## config.mk

```make
export PLATFORM = sky130hd
export DESIGN_NAME = axi4l_cmd_master_flat
export DESIGN_NICKNAME = d
export VERILOG_FILES = /design/src/rtl/axi4l_cmd_master_if.sv /design/src/rtl/axi4l_cmd_master.sv /design/src/flat_wrapper.sv
export SDC_FILE = /design/constraint.sdc
export NUM_CORES = 1
export LEC_CHECK = 0
export CORE_MARGIN = 2
export CORE_UTILIZATION = 39
export DETAILED_ROUTE_END_ITERATION = 7
export PLACE_DENSITY_LB_ADDON = 0.1
export SYNTH_ARGS = -nofsm -noshare
export SYNTH_HDL_FRONTEND = slang
export SYNTH_SLANG_ARGS = --single-unit
```

## constraint.sdc

```tcl
create_clock -name clk -period 2 [get_ports clk]
set_clock_uncertainty 0.05 [all_clocks]
set_input_delay 0.6 -clock clk [delete_from_list [all_inputs] [get_ports clk]]
set_output_delay 0.6 -clock clk [all_outputs]
set_load 0.1 [all_outputs]
```

## src/rtl/axi4l_cmd_master_if.sv

```systemverilog
// rtl/axi4l_cmd_master_if.sv - AXI4-Lite bus bundle between the command master and a responder
//
// Purpose: carries the five AXI4-Lite channels (AW, W, B, AR, R) as one port.
// Modports:
//   master - initiator side: drives aw*/w*/ar* payload+valid and bready/rready
//   slave  - responder side: drives awready/wready/arready and b*/r* payload+valid
interface axi4l_cmd_master_if #(
    parameter int ADDR_WIDTH = 32,
    parameter int DATA_WIDTH = 32
);
    logic [ADDR_WIDTH-1:0]   awaddr;
    logic [2:0]              awprot;
    logic                    awvalid;
    logic                    awready;
    logic [DATA_WIDTH-1:0]   wdata;
    logic [DATA_WIDTH/8-1:0] wstrb;
    logic                    wvalid;
    logic                    wready;
    logic [1:0]              bresp;
    logic                    bvalid;
    logic                    bready;
    logic [ADDR_WIDTH-1:0]   araddr;
    logic [2:0]              arprot;
    logic                    arvalid;
    logic                    arready;
    logic [DATA_WIDTH-1:0]   rdata;
    logic [1:0]              rresp;
    logic                    rvalid;
    logic                    rready;

    modport master (
        output awaddr, awprot, awvalid, wdata, wstrb, wvalid, bready,
        output araddr, arprot, arvalid, rready,
        input  awready, wready, bresp, bvalid, arready, rdata, rresp, rvalid
    );

    modport slave (
        input  awaddr, awprot, awvalid, wdata, wstrb, wvalid, bready,
        input  araddr, arprot, arvalid, rready,
        output awready, wready, bresp, bvalid, arready, rdata, rresp, rvalid
    );
endinterface

```

## src/rtl/axi4l_cmd_master.sv

```systemverilog
// rtl/axi4l_cmd_master.sv - AXI4-Lite initiator turning single-beat local commands into bus reads/writes
//
// Purpose: accepts one command at a time on the cmd_* port, performs the AXI4-Lite
// read or write, and returns the result on the rsp_* port. One transaction outstanding.
// Optional watchdog: define AXI4L_MST_TIMEOUT_EN to abort a transaction after
// TIMEOUT_CYCLES cycles with rsp_resp=2'b10 and rsp_timeout=1.
// Ports:
//   clk, rstn                      clock, async active-low reset
//   cmd_valid/cmd_ready            command handshake
//   cmd_write/addr/wdata/wstrb     command payload (1=write, 0=read)
//   rsp_valid/rsp_ready            response handshake
//   rsp_rdata/rsp_resp/rsp_timeout response payload (rdata=0 for writes)
//   axi                            AXI4-Lite master side of axi4l_cmd_master_if
module axi4l_cmd_master #(
    parameter int ADDR_WIDTH     = 32,
    parameter int DATA_WIDTH     = 32,
    parameter int TIMEOUT_CYCLES = 1024
) (
    input  logic                    clk,
    input  logic                    rstn,
    input  logic                    cmd_valid,
    output logic                    cmd_ready,
    input  logic                    cmd_write,
    input  logic [ADDR_WIDTH-1:0]   cmd_addr,
    input  logic [DATA_WIDTH-1:0]   cmd_wdata,
    input  logic [DATA_WIDTH/8-1:0] cmd_wstrb,
    output logic                    rsp_valid,
    input  logic                    rsp_ready,
    output logic [DATA_WIDTH-1:0]   rsp_rdata,
    output logic [1:0]              rsp_resp,
    output logic                    rsp_timeout,
    axi4l_cmd_master_if.master      axi
);

    if (DATA_WIDTH != 32 && DATA_WIDTH != 64) begin : g_bad_data_width
        $error("axi4l_cmd_master: DATA_WIDTH must be 32 or 64");
    end
    if (TIMEOUT_CYCLES < 2) begin : g_bad_timeout
        $error("axi4l_cmd_master: TIMEOUT_CYCLES must be >= 2");
    end

    typedef enum logic [2:0] {
        IDLE   = 3'd0,
        WR_REQ = 3'd1,
        WR_RSP = 3'd2,
        RD_REQ = 3'd3,
        RD_RSP = 3'd4,
        DONE   = 3'd5
    } state_t;

    state_t state_q;
    state_t state_d;

    // live_q holds cmd_ready low until the first clock after reset release.
    logic                    live_q;
    logic                    aw_done_q;
    logic                    w_done_q;
    logic [ADDR_WIDTH-1:0]   addr_q;
    logic [DATA_WIDTH-1:0]   wdata_q;
    logic [DATA_WIDTH/8-1:0] wstrb_q;
    logic [DATA_WIDTH-1:0]   rsp_rdata_q;
    logic [1:0]              rsp_resp_q;

    logic accept;
    logic aw_fire;
    logic w_fire;
    logic ar_fire;
    logic b_fire;
    logic r_fire;
    logic tmo_hit;

    // Handshakes derived from state so the valid/ready outputs never loop back combinationally.
    assign accept  = (state_q == IDLE)   && live_q && cmd_valid;
    assign aw_fire = (state_q == WR_REQ) && !aw_done_q && axi.awready;
    assign w_fire  = (state_q == WR_REQ) && !w_done_q  && axi.wready;
    assign ar_fire = (state_q == RD_REQ) && axi.arready;
    assign b_fire  = (state_q == WR_RSP) && axi.bvalid;
    assign r_fire  = (state_q == RD_RSP) && axi.rvalid;

`ifdef AXI4L_MST_TIMEOUT_EN
    localparam int TW = $clog2(TIMEOUT_CYCLES) + 1;

    logic [TW-1:0] timer_q;
    logic          in_flight;
    logic          rsp_timeout_q;

    assign in_flight = (state_q == WR_REQ) || (state_q == WR_RSP) ||
                       (state_q == RD_REQ) || (state_q == RD_RSP);
    // Fires on the last of TIMEOUT_CYCLES active cycles; a response arriving in
    // that same cycle still wins.
    assign tmo_hit   = in_flight && (timer_q == TW'(TIMEOUT_CYCLES - 1));

    always_ff @(posedge clk or negedge rstn) begin
        if (!rstn) begin
            timer_q       <= '0;
            rsp_timeout_q <= 1'b0;
        end else begin
            if (accept) begin
                timer_q       <= '0;
                rsp_timeout_q <= 1'b0;
            end else if (in_flight) begin
                timer_q <= timer_q + TW'(1);
            end
            if (tmo_hit && !b_fire && !r_fire) begin
                rsp_timeout_q <= 1'b1;
            end
        end
    end

    assign rsp_timeout = rsp_timeout_q;
`else
    assign tmo_hit     = 1'b0;
    assign rsp_timeout = 1'b0;
`endif

    always_ff @(posedge clk or negedge rstn) begin
        if (!rstn) begin
            state_q <= IDLE;
        end else begin
            state_q <= state_d;
        end
    end

    always_comb begin
        state_d     = state_q;
        cmd_ready   = 1'b0;
        rsp_valid   = 1'b0;
        axi.awvalid = 1'b0;
        axi.wvalid  = 1'b0;
        axi.bready  = 1'b0;
        axi.arvalid = 1'b0;
        axi.rready  = 1'b0;
        case (state_q)
            IDLE: begin
                cmd_ready = live_q;
                if (accept) begin
                    state_d = cmd_write ? WR_REQ : RD_REQ;
                end
            end
            WR_REQ: begin
                // AW and W retire independently; leave once both have been taken.
                axi.awvalid = !aw_done_q;
                axi.wvalid  = !w_done_q;
                if ((aw_done_q || aw_fire) && (w_done_q || w_fire)) begin
                    state_d = WR_RSP;
                end
            end
            WR_RSP: begin
                axi.bready = 1'b1;
                if (b_fire) begin
                    state_d = DONE;
                end
            end
            RD_REQ: begin
                axi.arvalid = 1'b1;
                if (ar_fire) begin
                    state_d = RD_RSP;
                end
            end
            RD_RSP: begin
                axi.rready = 1'b1;
                if (r_fire) begin
                    state_d = DONE;
                end
            end
            DONE: begin
                rsp_valid = 1'b1;
                if (rsp_ready) begin
                    state_d = IDLE;
                end
            end
            default: begin
                state_d = IDLE;
            end
        endcase
        if (tmo_hit && !b_fire && !r_fire) begin
            state_d = DONE;
        end
    end

    always_ff @(posedge clk or negedge rstn) begin
        if (!rstn) begin
            live_q      <= 1'b0;
            aw_done_q   <= 1'b0;
            w_done_q    <= 1'b0;
            addr_q      <= '0;
            wdata_q     <= '0;
            wstrb_q     <= '0;
            rsp_rdata_q <= '0;
            rsp_resp_q  <= 2'b00;
        end else begin
            live_q <= 1'b1;
            if (accept) begin
                addr_q    <= cmd_addr;
                wdata_q   <= cmd_wdata;
                wstrb_q   <= cmd_wstrb;
                aw_done_q <= 1'b0;
                w_done_q  <= 1'b0;
            end
            if (aw_fire) begin
                aw_done_q <= 1'b1;
            end
            if (w_fire) begin
                w_done_q <= 1'b1;
            end
            if (b_fire) begin
                rsp_rdata_q <= '0;
                rsp_resp_q  <= axi.bresp;
            end
            if (r_fire) begin
                rsp_rdata_q <= axi.rdata;
                rsp_resp_q  <= axi.rresp;
            end
            if (tmo_hit && !b_fire && !r_fire) begin
                rsp_rdata_q <= '0;
                rsp_resp_q  <= 2'b10;
            end
        end
    end

    assign rsp_rdata  = rsp_rdata_q;
    assign rsp_resp   = rsp_resp_q;

    assign axi.awaddr = addr_q;
    assign axi.awprot = 3'b000;
    assign axi.wdata  = wdata_q;
    assign axi.wstrb  = wstrb_q;
    assign axi.araddr = addr_q;
    assign axi.arprot = 3'b000;

endmodule

```

## src/flat_wrapper.sv

```systemverilog
// flat-port wrapper written by rule: the top's interface ports become plain ports
module axi4l_cmd_master_flat 
#(
    parameter int ADDR_WIDTH     = 32,
    parameter int DATA_WIDTH     = 32,
    parameter int TIMEOUT_CYCLES = 1024
)
  (clk, rstn, cmd_valid, cmd_ready, cmd_write, cmd_addr, cmd_wdata, cmd_wstrb, rsp_valid, rsp_ready, rsp_rdata, rsp_resp, rsp_timeout, axi_awaddr, axi_awprot, axi_awvalid, axi_wdata, axi_wstrb, axi_wvalid, axi_bready, axi_araddr, axi_arprot, axi_arvalid, axi_rready, axi_awready, axi_wready, axi_bresp, axi_bvalid, axi_arready, axi_rdata, axi_rresp, axi_rvalid);
  axi4l_cmd_master_if #(.ADDR_WIDTH(ADDR_WIDTH), .DATA_WIDTH(DATA_WIDTH)) axi_i ();
  input  logic clk;
  input  logic rstn;
  input  logic cmd_valid;
  output logic cmd_ready;
  input  logic cmd_write;
  input  logic [ADDR_WIDTH-1:0] cmd_addr;
  input  logic [DATA_WIDTH-1:0] cmd_wdata;
  input  logic [DATA_WIDTH/8-1:0] cmd_wstrb;
  output logic rsp_valid;
  input  logic rsp_ready;
  output logic [DATA_WIDTH-1:0] rsp_rdata;
  output logic [1:0] rsp_resp;
  output logic rsp_timeout;
  output wire logic [$bits(axi_i.awaddr)-1:0] axi_awaddr;
  output wire logic [$bits(axi_i.awprot)-1:0] axi_awprot;
  output wire logic [$bits(axi_i.awvalid)-1:0] axi_awvalid;
  output wire logic [$bits(axi_i.wdata)-1:0] axi_wdata;
  output wire logic [$bits(axi_i.wstrb)-1:0] axi_wstrb;
  output wire logic [$bits(axi_i.wvalid)-1:0] axi_wvalid;
  output wire logic [$bits(axi_i.bready)-1:0] axi_bready;
  output wire logic [$bits(axi_i.araddr)-1:0] axi_araddr;
  output wire logic [$bits(axi_i.arprot)-1:0] axi_arprot;
  output wire logic [$bits(axi_i.arvalid)-1:0] axi_arvalid;
  output wire logic [$bits(axi_i.rready)-1:0] axi_rready;
  input wire logic [$bits(axi_i.awready)-1:0] axi_awready;
  input wire logic [$bits(axi_i.wready)-1:0] axi_wready;
  input wire logic [$bits(axi_i.bresp)-1:0] axi_bresp;
  input wire logic [$bits(axi_i.bvalid)-1:0] axi_bvalid;
  input wire logic [$bits(axi_i.arready)-1:0] axi_arready;
  input wire logic [$bits(axi_i.rdata)-1:0] axi_rdata;
  input wire logic [$bits(axi_i.rresp)-1:0] axi_rresp;
  input wire logic [$bits(axi_i.rvalid)-1:0] axi_rvalid;
  assign axi_awaddr = axi_i.awaddr;
  assign axi_awprot = axi_i.awprot;
  assign axi_awvalid = axi_i.awvalid;
  assign axi_wdata = axi_i.wdata;
  assign axi_wstrb = axi_i.wstrb;
  assign axi_wvalid = axi_i.wvalid;
  assign axi_bready = axi_i.bready;
  assign axi_araddr = axi_i.araddr;
  assign axi_arprot = axi_i.arprot;
  assign axi_arvalid = axi_i.arvalid;
  assign axi_rready = axi_i.rready;
  assign axi_i.awready = axi_awready;
  assign axi_i.wready = axi_wready;
  assign axi_i.bresp = axi_bresp;
  assign axi_i.bvalid = axi_bvalid;
  assign axi_i.arready = axi_arready;
  assign axi_i.rdata = axi_rdata;
  assign axi_i.rresp = axi_rresp;
  assign axi_i.rvalid = axi_rvalid;
  axi4l_cmd_master #(.ADDR_WIDTH(ADDR_WIDTH), .DATA_WIDTH(DATA_WIDTH), .TIMEOUT_CYCLES(TIMEOUT_CYCLES)) u_core (.clk(clk), .rstn(rstn), .cmd_valid(cmd_valid), .cmd_ready(cmd_ready), .cmd_write(cmd_write), .cmd_addr(cmd_addr), .cmd_wdata(cmd_wdata), .cmd_wstrb(cmd_wstrb), .rsp_valid(rsp_valid), .rsp_ready(rsp_ready), .rsp_rdata(rsp_rdata), .rsp_resp(rsp_resp), .rsp_timeout(rsp_timeout), .axi(axi_i));
endmodule
```

**Yosys cells after proc, flatten, opt, wreduce, memory -nomap -nowiden**

Index checks and enable logic that the tools add are counted.

- Logic and storage cells: 61
- Flip-flop bits (word level): 108
- Bits of input ports: 114
- Output and inout port bits: 148

- Eq/ne operators: 11
- Mux-type cells: 22
- Reduce and logical (&&, ||, !) cells: 19

Operators with widths:

| cell | count |
|---|---|
| 2-to-1 mux 32 bit | 2 |
| 2-to-1 mux 3 bit | 6 |
| one-hot mux 3 bit (6 select lines) | 1 |
| logical AND 1 bit | 10 |
| 2-to-1 mux 1 bit | 10 |
| inequality test 2 x 1 -> 1 bit, second input constant | 4 |
| equality test 3 x 2 -> 1 bit, second input constant | 2 |
| equality test 3 bit, second input constant | 2 |
| 2-to-1 mux 2 bit | 3 |
| AND reduction 6 bit | 1 |
| nonzero test 2 bit | 3 |
| inequality test 2 bit, second input constant | 2 |
| equality test 3 x 1 -> 1 bit, second input constant | 1 |
| logical NOT 3 bit | 1 |
| logical NOT 1 bit | 2 |
| logical OR 1 bit | 2 |

**Longest topological paths before layout**

- Depth in word-level cells: 7
- Depth in mapped cells: 6
- Gate-level depth less buffers: 4

**Worst setup path before layout**

OpenSTA, ideal clock, no wires.

- Path kind: register to output
- Start point: register u_core.state_q[0]
- End point: output axi_rready
- Cell stages (with the launch flop): 4
- Required time: 1,350 ps
- Path slack: -1,631 ps
- Arrival: 2,981 ps
- Cells stage by stage: dfrtp_1 -> buf_4 -> clkbuf_1 -> nor3b_1

- Cells in the longest elaborated chain, start to end: 2

Ends and longest elaborated chain:

| what | RTL line | source |
|---|---|---|
| start, declared | axi4l_cmd_master.sv:51 | `state_t state_q;` |
| start signal, assigned | axi4l_cmd_master.sv:120 | `state_q <= state_d;` |
| equality test 3 bit | axi4l_cmd_master.sv:133 | `case (state_q)` |
| 2-to-1 mux 1 bit | axi4l_cmd_master.sv:133 |  |
| end, declared | flat_wrapper.sv:33 | `output wire logic [$bits(axi_i.rready)-1:0] axi_rready;` |

Every way passes these cells.

**Worst setup path in the final report**

- Start point: register u_core.state_q[1]
- End point: output cmd_ready

- Cells in the longest elaborated chain, start to end: 2

Ends and longest elaborated chain:

| what | RTL line | source |
|---|---|---|
| logical NOT 3 bit | axi4l_cmd_master.sv:133 |  |
| 2-to-1 mux 1 bit | axi4l_cmd_master.sv:133 |  |
| end, declared | flat_wrapper.sv:13 | `output logic cmd_ready;` |

Every way passes these cells.

==> run_results.csv <==
group,metric,value,unit
outcome,status,"complete, but fails checks",
outcome,violations,"setup timing",
timing,report.final.slew_viol_count,0,
place,hpwlAfterDp,10270,µm
yosys,synth_area,4715,µm²
die,rows,40,
critical_path,crit_path_cell_trace,"nor4b_4 -> buf_4 -> buf_12",
yosys,synthSimpleGateAreaFrac,3.689,%
die,die_width,113.9,µm
cts,ctsHoldBuffers,0,
die,start_util,39.58,%
critical_path,criticalPathCategory,"reg -> out",
die,die_h,113.9,µm
finish,seq_area,2705,µm²
finish,nets,659,
critical_path,crit_family,"flip-flops",
yosys,syn_area_per_cell,15.31,µm²
global_routing,grt.overflow.total,0,
routing,wl_per_cell,18.94,µm
place,portBuffers,254,
finish,n_fill_cell,728,
cts,root_buffer,"clkbuf_16",
timing,post-route-period-util,103.1,%
critical_path,crit_fanout,5,
cts,clkTransAtPathRegs,0.07,ns
routing,vias,3395,
cts,clockBufferDepth,2,
yosys,ys_ff_latch,108,
global_routing,grt_pass1_wl,20870,µm
yosys,synth_compound_area_share,7.431,%
finish,multi_input_area,1658,µm²
finish,syn2layout_area_growth,91.16,%
finish,antenna_cells,0,
critical_path,cp-end-kind,"output pin",
critical_path,slowest_stage,"dfrtp_2",
cts,cts.sinks,108,
yosys,synth_top_area_cell,"dfrtp_1",
yosys,synth_adder_area_share,0,%
hold_path,hp-class,"in -> async",
global_routing,grt_max_degree,51,
critical_path,crit_required,1.35,ns
die,io_pins,262,
yosys,yosys_warnings,0,
flow_run,drv_cap,0,
timing,setup_violations,7,
yosys,ys_seq_area_share,57.32,%
timing,fin_crit,2.062,ns
yosys,synth_top_area_share,57.32,%
die,dieArea,12980,µm²
routing,routed_wl,13200,µm
yosys,ys_top_cells_by_area,"dfrtp_1, mux2_4, buf_4",
yosys,postSynthCellCount,308,
routing,dr.pass1.iters,4,
yosys,yosys.cell_types.count,30,
place,gp_congestion,0.7931,
cts,numCtsBuffers,9,
finish,instances_no_fill,697,
timing,fin_ws,-0.06203,ns
yosys,synth_xor_xnor_area_share,0,%
place,dp_cells,676,
cts,cts_tree,"yes",
global_routing,track_usage,20.91,%
timing,rsz0062_at_grt,"yes",
place,place_ws,-0.05548,ns
routing,viasPerCell,4.871,
routing,ant_nets,0,
routing,route.detailed.drc,0,
timing,hold_viol_final,0,
timing,fin_hold_ws,0.04709,ns
timing,fmax,0.4850,GHz
die,core-area,11910,µm²
finish,drive_gt1_share,47.64,%
routing,drtIter0Drc,94,
yosys,synth_mux_area_share,22.53,%
cts,h-tree-depth,3,
cts,clk_latency,0.34,ns
critical_path,critPathLaunchType,"flop",
finish,postLayoutCoreUtil,75.66,%
yosys,synth_top_family_by_area,"multiplexers",
critical_path,critPathBufInv,2,
critical_path,worst_ep_arrival_time,1.41,ns
critical_path,cpPeakStageDelay,0.46,ns
global_routing,antenna_found_initial,0,
global_routing,first_global_vias,3711,
final cells by class:
| cell class | instances | share of cell area [%] |
|---|---|---|
| multi-input combinational | 151 | 18.40 |
| clock buffer | 9 | 2.499 |
| clock inverter | 7 | 0.4859 |
| timing repair buffer | 275 | 46.56 |
| sequential | 108 | 30.02 |
| tap | 147 | 2.041 |
state kept, by name (all words and copies together), names as in the netlist:
name,cells
u_core.aw_done_q,1
u_core.axi.araddr,32
u_core.axi.wdata,32
u_core.axi.wstrb,4
u_core.live_q,1
u_core.rsp_rdata,32
u_core.rsp_resp,2
u_core.state_q,3
u_core.w_done_q,1
final timing paths:
kind	start	end	slack [ns]	cells past startpoint
worst max-delay path	u_core.state_q[1]$_DFFE_PN0P_	cmd_ready	-0.06	3
worst min-delay path	rstn	u_core.axi.araddr[10]$_DFFE_PN0P_	0.05	1
worst max register to register	u_core.state_q[1]$_DFFE_PN0P_	u_core.axi.araddr[18]$_DFFE_PN0P_	0.16	6
worst min register to register	u_core.rsp_rdata[22]$_DFFE_PN0P_	u_core.rsp_rdata[22]$_DFFE_PN0P_	0.51	1
max in group asynchronous	rstn	u_core.state_q[2]$_DFFE_PN0P_	1.34	2
min in group clk	u_core.rsp_rdata[22]$_DFFE_PN0P_	u_core.rsp_rdata[22]$_DFFE_PN0P_	0.51	1
cell usage after synthesis:
| cell | number |
|---|---|
| buf_2 | 6 |
| buf_6 | 7 |
| nor4b_4 | 1 |
| a211oi_1 | 1 |
| mux2_4 | 68 |
| nand2_1 | 7 |
| dfrtp_1 | 108 |
| nand2_4 | 1 |
| buf_4 | 40 |
| conb_1 | 2 |
| clkbuf_2 | 1 |
| clkbuf_1 | 1 |
| a31o_2 | 1 |
| and3b_1 | 1 |
| nand3b_1 | 3 |
| mux2i_1 | 3 |
| nand3_1 | 2 |
| a21o_1 | 1 |
| o211ai_1 | 1 |
| o221ai_1 | 1 |
| nand2b_1 | 2 |
| a22o_1 | 32 |
| a21oi_1 | 1 |
| nor3b_1 | 2 |
| nor2_1 | 5 |
| mux2_2 | 1 |
| nor2b_1 | 2 |
| nor2_2 | 1 |
| and2_1 | 1 |
| o21ai_0 | 5 |
metrics by stage:
| step | cell area, µm² | setup TNS, ns |
|---|---|---|
| 4_1_cts | 8977 | -0.4332 |
| 5_1_grt | 9012 | -0.5977 |
| 3_3_place_gp | 8688 | -0.04433 |
| 2_1_floorplan | 4787 | -40.20 |
| 3_5_place_dp | 8688 | -0.4560 |
| 6_report | 9012 | -0.2218 |
timing repair:
action	4_1_cts	5_1_grt
gates cloned	0	0
pin swaps	2	1
setup endpoints to repair	7	7
setup buffers	1	4
resized for setup	5	4
routing by layer:
| metal | vias to the layer above | wire, µm | global-route usage, % |
|---|---|---|---|
| li1 | 1510 | - | - |
| met2 | 169 | 6931 | 35.52 |
| met1 | 1707 | 4994 | 25.22 |
| met5 | - | 0 | 0 |
| met4 | 0 | 137 | 6.667 |
| met3 | 9 | 1133 | 6.908 |
cell usage in the layout, fill, tap and decap left out, types with 2 or more instances in the layout:
cell type / n
nor2_2: 2
dfrtp_1: 106
nor2b_1: 2
clkinv_2: 4
a22o_1: 32
nand3_1: 2
nand2_1: 6
nand3b_1: 3
dfrtp_2: 2
o21ai_0: 5
clkbuf_16: 9
clkinvlp_4: 2
nor2_4: 3
clkdlybuf4s50_1: 112
mux2_4: 68
buf_12: 147
nand2b_1: 2
buf_4: 12
buf_6: 2
conb_1: 8
mux2i_1: 3
logic make-up (layout without fill, tap and decap cells):
group	count (synthesis)	in the layout
flip-flops	108	108
multiplexers	72	72
buffers and inverters	55	291
AO/OA/AOI/OAI	43	43
AND/OR/NAND/NOR	28	28
other	2	8
Power is left out: the tool's default activity adds up to more than one toggle a clock period on the data nets, which glitch-free logic cannot reach.
